--- src/rtl/stage0_pkg.sv ---
// Shared types and opcode-field definitions for the axis_cpu fetch stage.
package stage0_pkg;

  typedef enum logic [1:0] {
    StIdle  = 2'd0,
    StRun   = 2'd1,
    StDrain = 2'd2
  } state_e;

  localparam int unsigned InstrWidth = 64;
  localparam int unsigned OpcodeLsb  = 48;
  localparam int unsigned CntWidth   = 6;
  localparam logic [2:0]  ClassRet   = 3'b110;

  function automatic logic is_ret(input logic [InstrWidth-1:0] instr);
    return instr[OpcodeLsb +: 3] == ClassRet;
  endfunction

endpackage

--- src/rtl/stage0_fetch_buf.sv ---
// Small FIFO of fetched {instr, pc, wait count}; each entry counts its own queued cycles.
module stage0_fetch_buf
  import stage0_pkg::*;
#(
  parameter int unsigned PC_WIDTH  = 10,
  parameter int unsigned BUF_DEPTH = 2
) (
  input  logic                           clk,
  input  logic                           rst,
  input  logic                           push,
  input  logic                           pop,
  input  logic                           flush,
  input  logic                           cnt_en,
  input  logic [InstrWidth-1:0]          push_instr,
  input  logic [PC_WIDTH-1:0]            push_pc,
  output logic [InstrWidth-1:0]          head_instr,
  output logic [PC_WIDTH-1:0]            head_pc,
  output logic [CntWidth-1:0]            head_cnt,
  output logic                           empty,
  output logic [$clog2(BUF_DEPTH+1)-1:0] occupancy
);

  localparam int unsigned PtrW = (BUF_DEPTH > 1) ? $clog2(BUF_DEPTH) : 1;
  localparam int unsigned OccW = $clog2(BUF_DEPTH + 1);
  localparam logic [PtrW-1:0] LastPtr = PtrW'(BUF_DEPTH - 1);

  logic [InstrWidth-1:0] instr_q [BUF_DEPTH];
  logic [PC_WIDTH-1:0]   pc_q    [BUF_DEPTH];
  logic [CntWidth-1:0]   cnt_q   [BUF_DEPTH];
  logic [PtrW-1:0]       rd_ptr_q, wr_ptr_q;
  logic [OccW-1:0]       occ_q;

  function automatic logic [PtrW-1:0] ptr_inc(input logic [PtrW-1:0] p);
    return (p == LastPtr) ? '0 : p + PtrW'(1);
  endfunction

  always_ff @(posedge clk or posedge rst) begin
    if (rst) begin
      rd_ptr_q <= '0;
      wr_ptr_q <= '0;
      occ_q    <= '0;
      for (int i = 0; i < BUF_DEPTH; i++) begin
        instr_q[i] <= '0;
        pc_q[i]    <= '0;
        cnt_q[i]   <= '0;
      end
    end else begin
      // Free-running per-entry counters; a write below restarts its entry at zero.
      for (int i = 0; i < BUF_DEPTH; i++) begin
        if (cnt_en && (cnt_q[i] != '1)) cnt_q[i] <= cnt_q[i] + CntWidth'(1);
      end
      if (flush) begin
        rd_ptr_q <= '0;
        wr_ptr_q <= '0;
        occ_q    <= '0;
      end else begin
        if (push) begin
          instr_q[wr_ptr_q] <= push_instr;
          pc_q[wr_ptr_q]    <= push_pc;
          cnt_q[wr_ptr_q]   <= '0;
          wr_ptr_q          <= ptr_inc(wr_ptr_q);
        end
        if (pop) rd_ptr_q <= ptr_inc(rd_ptr_q);
        case ({push, pop})
          2'b10:   occ_q <= occ_q + OccW'(1);
          2'b01:   occ_q <= occ_q - OccW'(1);
          default: ;
        endcase
      end
    end
  end

  assign empty      = (occ_q == '0);
  assign occupancy  = occ_q;
  assign head_instr = instr_q[rd_ptr_q];
  assign head_pc    = pc_q[rd_ptr_q];
  assign head_cnt   = empty ? '0 : cnt_q[rd_ptr_q];

endmodule

--- src/rtl/stage0.sv ---
// axis_cpu fetch stage: PC, not-taken prediction, 1-cycle imem reads, redirect on mispredict.
// Optional STAGE0_PERF_CNT_EN adds fetch_cnt/flush_cnt performance counters.
module stage0
  import stage0_pkg::*;
#(
  parameter int unsigned PC_WIDTH  = 10,
  parameter int unsigned BUF_DEPTH = 2
) (
  input  logic                  clk,
  input  logic                  rst,
  input  logic                  start,
  input  logic                  ret_retired,
  input  logic                  branch_mispredict,
  input  logic [PC_WIDTH-1:0]   branch_target,
  output logic                  inst_rd_en,
  output logic [PC_WIDTH-1:0]   inst_rd_addr,
  input  logic [InstrWidth-1:0] inst_rd_data,
  output logic [InstrWidth-1:0] instr_out,
  output logic [PC_WIDTH-1:0]   pc_out,
  input  logic                  PC_en,
  output logic [CntWidth-1:0]   ocount,
  output logic                  vld,
  input  logic                  next_rdy,
  output logic                  busy
`ifdef STAGE0_PERF_CNT_EN
  ,
  output logic [31:0]           fetch_cnt,
  output logic [31:0]           flush_cnt
`endif
);

  localparam int unsigned OccW = $clog2(BUF_DEPTH + 1);

  state_e              state_q, state_d;
  logic [PC_WIDTH-1:0] pc_q, pc_d;
  logic                inflight_q;
  logic                flush, push, pop, ret_land, buf_empty;
  logic [OccW-1:0]     occupancy;
  logic [OccW:0]       demand;

  assign flush    = branch_mispredict || ret_retired;
  assign push     = inflight_q && !flush;
  assign vld      = !buf_empty && !branch_mispredict;
  assign pop      = vld && next_rdy;
  // RET is only recognisable once its data returns; stop issuing in that same cycle.
  assign ret_land = inflight_q && (state_q == StRun) && is_ret(inst_rd_data);
  assign demand   = (OccW+1)'(occupancy) + (OccW+1)'(inflight_q) - (OccW+1)'(pop);

  assign inst_rd_en   = (state_q == StRun) && !flush && !ret_land &&
                        (demand < (OccW+1)'(BUF_DEPTH));
  assign inst_rd_addr = pc_q;
  assign busy         = (state_q != StIdle);

  always_comb begin
    state_d = state_q;
    pc_d    = pc_q;
    if (inst_rd_en) pc_d = pc_q + PC_WIDTH'(1);
    case (state_q)
      StIdle: begin
        if (start) begin
          state_d = StRun;
          pc_d    = '0;
        end
      end
      StRun, StDrain: begin
        if (ret_retired) begin
          state_d = StIdle;
        end else if (branch_mispredict) begin
          state_d = StRun;
          pc_d    = branch_target;
        end else if (ret_land) begin
          state_d = StDrain;
        end
      end
      default: state_d = StIdle;
    endcase
  end

  always_ff @(posedge clk or posedge rst) begin
    if (rst) begin
      state_q    <= StIdle;
      pc_q       <= '0;
      inflight_q <= 1'b0;
    end else begin
      state_q    <= state_d;
      pc_q       <= pc_d;
      inflight_q <= inst_rd_en;
    end
  end

  // Reads never issue during a flush cycle, so the flush gating on push is the whole kill path.
  stage0_fetch_buf #(
    .PC_WIDTH  (PC_WIDTH),
    .BUF_DEPTH (BUF_DEPTH)
  ) u_fetch_buf (
    .clk        (clk),
    .rst        (rst),
    .push       (push),
    .pop        (pop),
    .flush      (flush),
    .cnt_en     (PC_en),
    .push_instr (inst_rd_data),
    .push_pc    (pc_q - PC_WIDTH'(1)),
    .head_instr (instr_out),
    .head_pc    (pc_out),
    .head_cnt   (ocount),
    .empty      (buf_empty),
    .occupancy  (occupancy)
  );

`ifdef STAGE0_PERF_CNT_EN
  logic [31:0] fetch_cnt_q, flush_cnt_q;

  always_ff @(posedge clk or posedge rst) begin
    if (rst) begin
      fetch_cnt_q <= '0;
      flush_cnt_q <= '0;
    end else begin
      if (inst_rd_en) fetch_cnt_q <= fetch_cnt_q + 32'd1;
      if (flush)      flush_cnt_q <= flush_cnt_q + 32'(occupancy) + 32'(inflight_q);
    end
  end

  assign fetch_cnt = fetch_cnt_q;
  assign flush_cnt = flush_cnt_q;
`endif

endmodule

--- config.mk ---
export PLATFORM = sky130hd
export DESIGN_NAME = stage0
export DESIGN_NICKNAME = d
export VERILOG_FILES = /design/src/rtl/stage0_pkg.sv /design/src/rtl/stage0_fetch_buf.sv /design/src/rtl/stage0.sv
export SDC_FILE = /design/constraint.sdc
export NUM_CORES = 1
export LEC_CHECK = 0
export BUFFER_PORTS_ARGS = -buffer_cell sky130_fd_sc_hd__buf_2
export CORE_ASPECT_RATIO = 0.7
export CORE_MARGIN = 3
export CORE_UTILIZATION = 55
export CTS_CLUSTER_SIZE = 10
export DETAILED_ROUTE_END_ITERATION = 7
export GPL_TIMING_DRIVEN = 0
export PLACE_DENSITY = 0.76
export SLEW_MARGIN = 20
export SYNTH_ARGS = -nofsm -noshare
export SYNTH_HDL_FRONTEND = slang
export SYNTH_SLANG_ARGS = --single-unit
--- constraint.sdc ---
create_clock -name clk -period 9.9 [get_ports clk]
set_input_delay 0.495 -clock clk [delete_from_list [all_inputs] [get_ports clk]]
set_output_delay 0.495 -clock clk [all_outputs]
set_load 0.05 [all_outputs]
==> results.yml <==
synth:
  ys_ff_latch: 177
  syn_inst: 639
  synth.top_cell.area_share_pct: 53.0
  syn_area_per_cell_sq_um: 13.1
  synthFlopType: "dfrtp_1"
  yosysWarningCount: 0
  synthSimpleGateAreaFrac_pct: 7.41
  synth-xor-area-share_pct: 2.68
  synthArstFlopShare_pct: 100
  synth_area_sq_mm: 0.00836
  synth_nets: 728
  synth_top_family_by_area: "multiplexers"
  ys_types: 52
  synth_compound_area_share_pct: 4.16
  synth_area_leaders: "dfrtp_1 53%, mux2_2 27%, nor2_1 2.3%"
  ys_seq_area_share_pct: 53.0
  synthAdderAreaFrac_pct: 1.29
  synth_mux_area_share_pct: 28.3
  synth.largest_area_cell: "dfrtp_1"
  synth_edf_count: 0
power_and_ir_drop:
  p_sw_w: 0.00138
  p_leak_nw: 4.86
  p_per_area_mw_per_mm2: 311
  power_w: 0.00312
  p_comb_share_pct: 45.6
  peakVddDrop_mv: 0.215
  p_int_w: 0.00174
  p_sw_share_pct: 44.2
  power_frac_seq_pct: 34.4
  clockPowerShare_pct: 19.9
timing:
  hold_viol: 0
  fin_crit_ns: 4.30
  slew_violations: 0
  tightest_slew_ns: 0.844
  slew_headroom_pct: 43.5
  setup_viol: 0
  period_share_pct: 43.5
  clock_skew_ns: 0.0107
  fmax_mhz: 232
  layout_setup_ws_ns: 5.60
  rsz0062_at_grt: "no"
  finalSetupTns_ns: 0
cts:
  clk_pin_slew_ns: 0.07
  tritoncts: "yes"
  cts_setup_buffers: 0
  clk_latency_ns: 0.42
  cts_sinks: 177
  clockBufferDepth: 2
  cts_hold_buf: 0
  cts.repair.resized: 0
  clock-root-buffer: "clkbuf_16"
  cts_buffers: 17
  cts-htree-levels: 4
grt:
  antenna_found_initial: 2
  grt_first_pass_wirelength_um: 30900
  grt_use_total_pct: 23.2
  grt_pass1_vias: 6038
  grt_max_degree: 92
  grt.overflow.total: 0
layout:
  layout-drive-gt1-share_pct: 52.6
  fill_cells: 1096
  areaGrowthSynthToFinish_pct: 20.2
  final_nets: 920
  finish.utilization_pct: 68.1
  fin_cells: 1040
placed_design:
  place_congestion: 0.864
  dpl.cell_count: 1007
  hpwl_um: 14000
  place_worst_setup_slack_ns: 6.08
  io_buffers: 172
routing:
  detail_route.vias_per_cell: 5.49
  drc: 0
  drt_iter0_markers: 249
  num_vias: 5707
  route.detailed.wl_per_inst_um: 18.4
  firstDrtPassIters: 4
  wl_um: 19100
  ant_nets: 0
setup_path:
  crit_type: "flop to primary output"
  cp.arrival_ns: 3.81
  startpoint_type: "flop"
  crit_required_ns: 9.41
  critPathCaptureType: "primary output"
  slowest_stage: "nor2_1"
  critPathMaxFanout: 11
  path_cells: "nor2_1, or3_1, clkbuf_1, xnor2_1, nand2_1, fa_1, nand4bb_1, a211o_2, inv_2, buf_6, buf_2"
  cp_slowest_stage_delay_ns: 0.67
die:
  die_h_um: 109
  die_x_um: 153
  start_util_pct: 56.6
  io_pins: 174
  core_sq_mm: 0.0148
  dieArea_sq_mm: 0.0167
  fp-row-count: 37
job:
  drv_cap: 0
hold_path:
  worstHoldPathType: "input port to async pin"
run_status:
  outcome: "complete, no violations"
==> worst max-delay path, delay by kind of cell, from the launching register on <==
family	cells	cell delay (ns)
xor+xnor	1	0.16
compound gates	1	0.39
fa+ha+maj	1	0.49
buf+inv	4	0.79
flops	1	0.46
simple gates	4	1.11
==> worst paths after layout <==
path                       cells after the start  slack [ns]                                  from                             endpoint
max reg2reg                                   11        6.30  u_fetch_buf.occupancy[1]$_DFFE_PP0P_            inst_rd_addr[1]$_DFF_PP0_
max in group asynchronous                      3        8.92                                   rst      u_fetch_buf.pc_q[7]$_DFFE_PP0P_
min                                            2        0.16                                   rst  u_fetch_buf.instr_q[20]$_DFFE_PP0P_
min reg2reg                                    1        0.50   u_fetch_buf.instr_q[33]$_DFFE_PP0P_  u_fetch_buf.instr_q[33]$_DFFE_PP0P_
max                                           11        5.60  u_fetch_buf.occupancy[1]$_DFFE_PP0P_                           inst_rd_en
min in group clk                               3        0.30                      branch_target[8]            inst_rd_addr[8]$_DFF_PP0_
==> per-stage QoR <==
step,hold slack (ns),area [sq um]
5_1_grt,0.189,10000
4_1_cts,0.188,10000
2_1_floorplan,0.475,8360
3_5_place_dp,0.490,9500
3_3_place_gp,0.483,9470
6_report,0.157,10100
==> state kept, by name, indices dropped and copies added (netlist names) <==
register	flops
inst_rd_addr	10
u_fetch_buf.pc_q	20
inflight_q	1
u_fetch_buf.cnt_q	12
u_fetch_buf.rd_ptr_q	1
u_fetch_buf.instr_q	128
u_fetch_buf.occupancy	2
state_q	2
u_fetch_buf.wr_ptr_q	1
==> cell usage after synthesis (4+ instances only) <==
| library cell | count |
|---|---|
| mux2_2 | 202 |
| mux2i_1 | 8 |
| buf_4 | 10 |
| o21ai_0 | 4 |
| a21oi_1 | 25 |
| ha_1 | 7 |
| nand4b_1 | 5 |
| and3_1 | 5 |
| nand2_1 | 16 |
| xnor2_1 | 10 |
| nand3_1 | 11 |
| and2_1 | 4 |
| nor2_1 | 51 |
| dfrtp_1 | 177 |
| clkbuf_1 | 14 |
| inv_1 | 10 |
| buf_2 | 13 |
| o211ai_1 | 8 |
| xor2_1 | 13 |
==> routing by layer <==
metal	GRT usage, %	share of wire, %
met3	6.94	6.4
met2	37.8	47
met5	0	0.11
met4	5.04	0.63
met1	31.2	46
==> layout make-up <==
class                   instances  area (sq um)  share of cell area (%)
clock inverters                13           105                    1.05
multi-input cells             411          3660                    36.5
clock buffers                  19           443                    4.41
inverters                      11          48.8                   0.485
diodes                          1          2.50                  0.0249
flip-flops and latches        177          4430                    44.1
plain buffers                  40           226                    2.25
well taps                     195           244                    2.43
repair buffers                173           888                    8.84
==> layout by cell type (no fill, tap or decap), types with 4 or more instances in the layout <==
cell and n:
mux2_2 202, buf_2 185, dfrtp_1 177, nor2_1 51, a21oi_1 25, clkbuf_16 17, nand2_1 16, clkbuf_1 15
xor2_1 13, nand3_1 11, xnor2_1 10, buf_4 10, inv_1 9, o211ai_1 8, mux2i_1 8, ha_1 7
and3_1 5, nand4b_1 5, o21ai_0 4, and2_1 4, clkinv_4 4
==> power by group through the flow <==
stage,Combinational [W],Clock [W],Sequential (W)
2_1_floorplan,0.00111,0,0.00108
3_3_place_gp,0.00139,0,0.00106
3_5_place_dp,0.00143,0,0.00109
4_1_cts,0.00143,0.000636,0.00107
5_1_grt,0.00151,0.000667,0.00111
6_report,0.00143,0.000622,0.00108
==> cells by family after synthesis <==
group | after synthesis
AOI/OAI and AO/OA | 52
xor gates and xnor gates | 24
adders and majority gates | 8
buffers and inverters | 51
DFF | 177
muxes | 211
and+or+nand+nor | 116
Power figures use the tool's default switching activity.
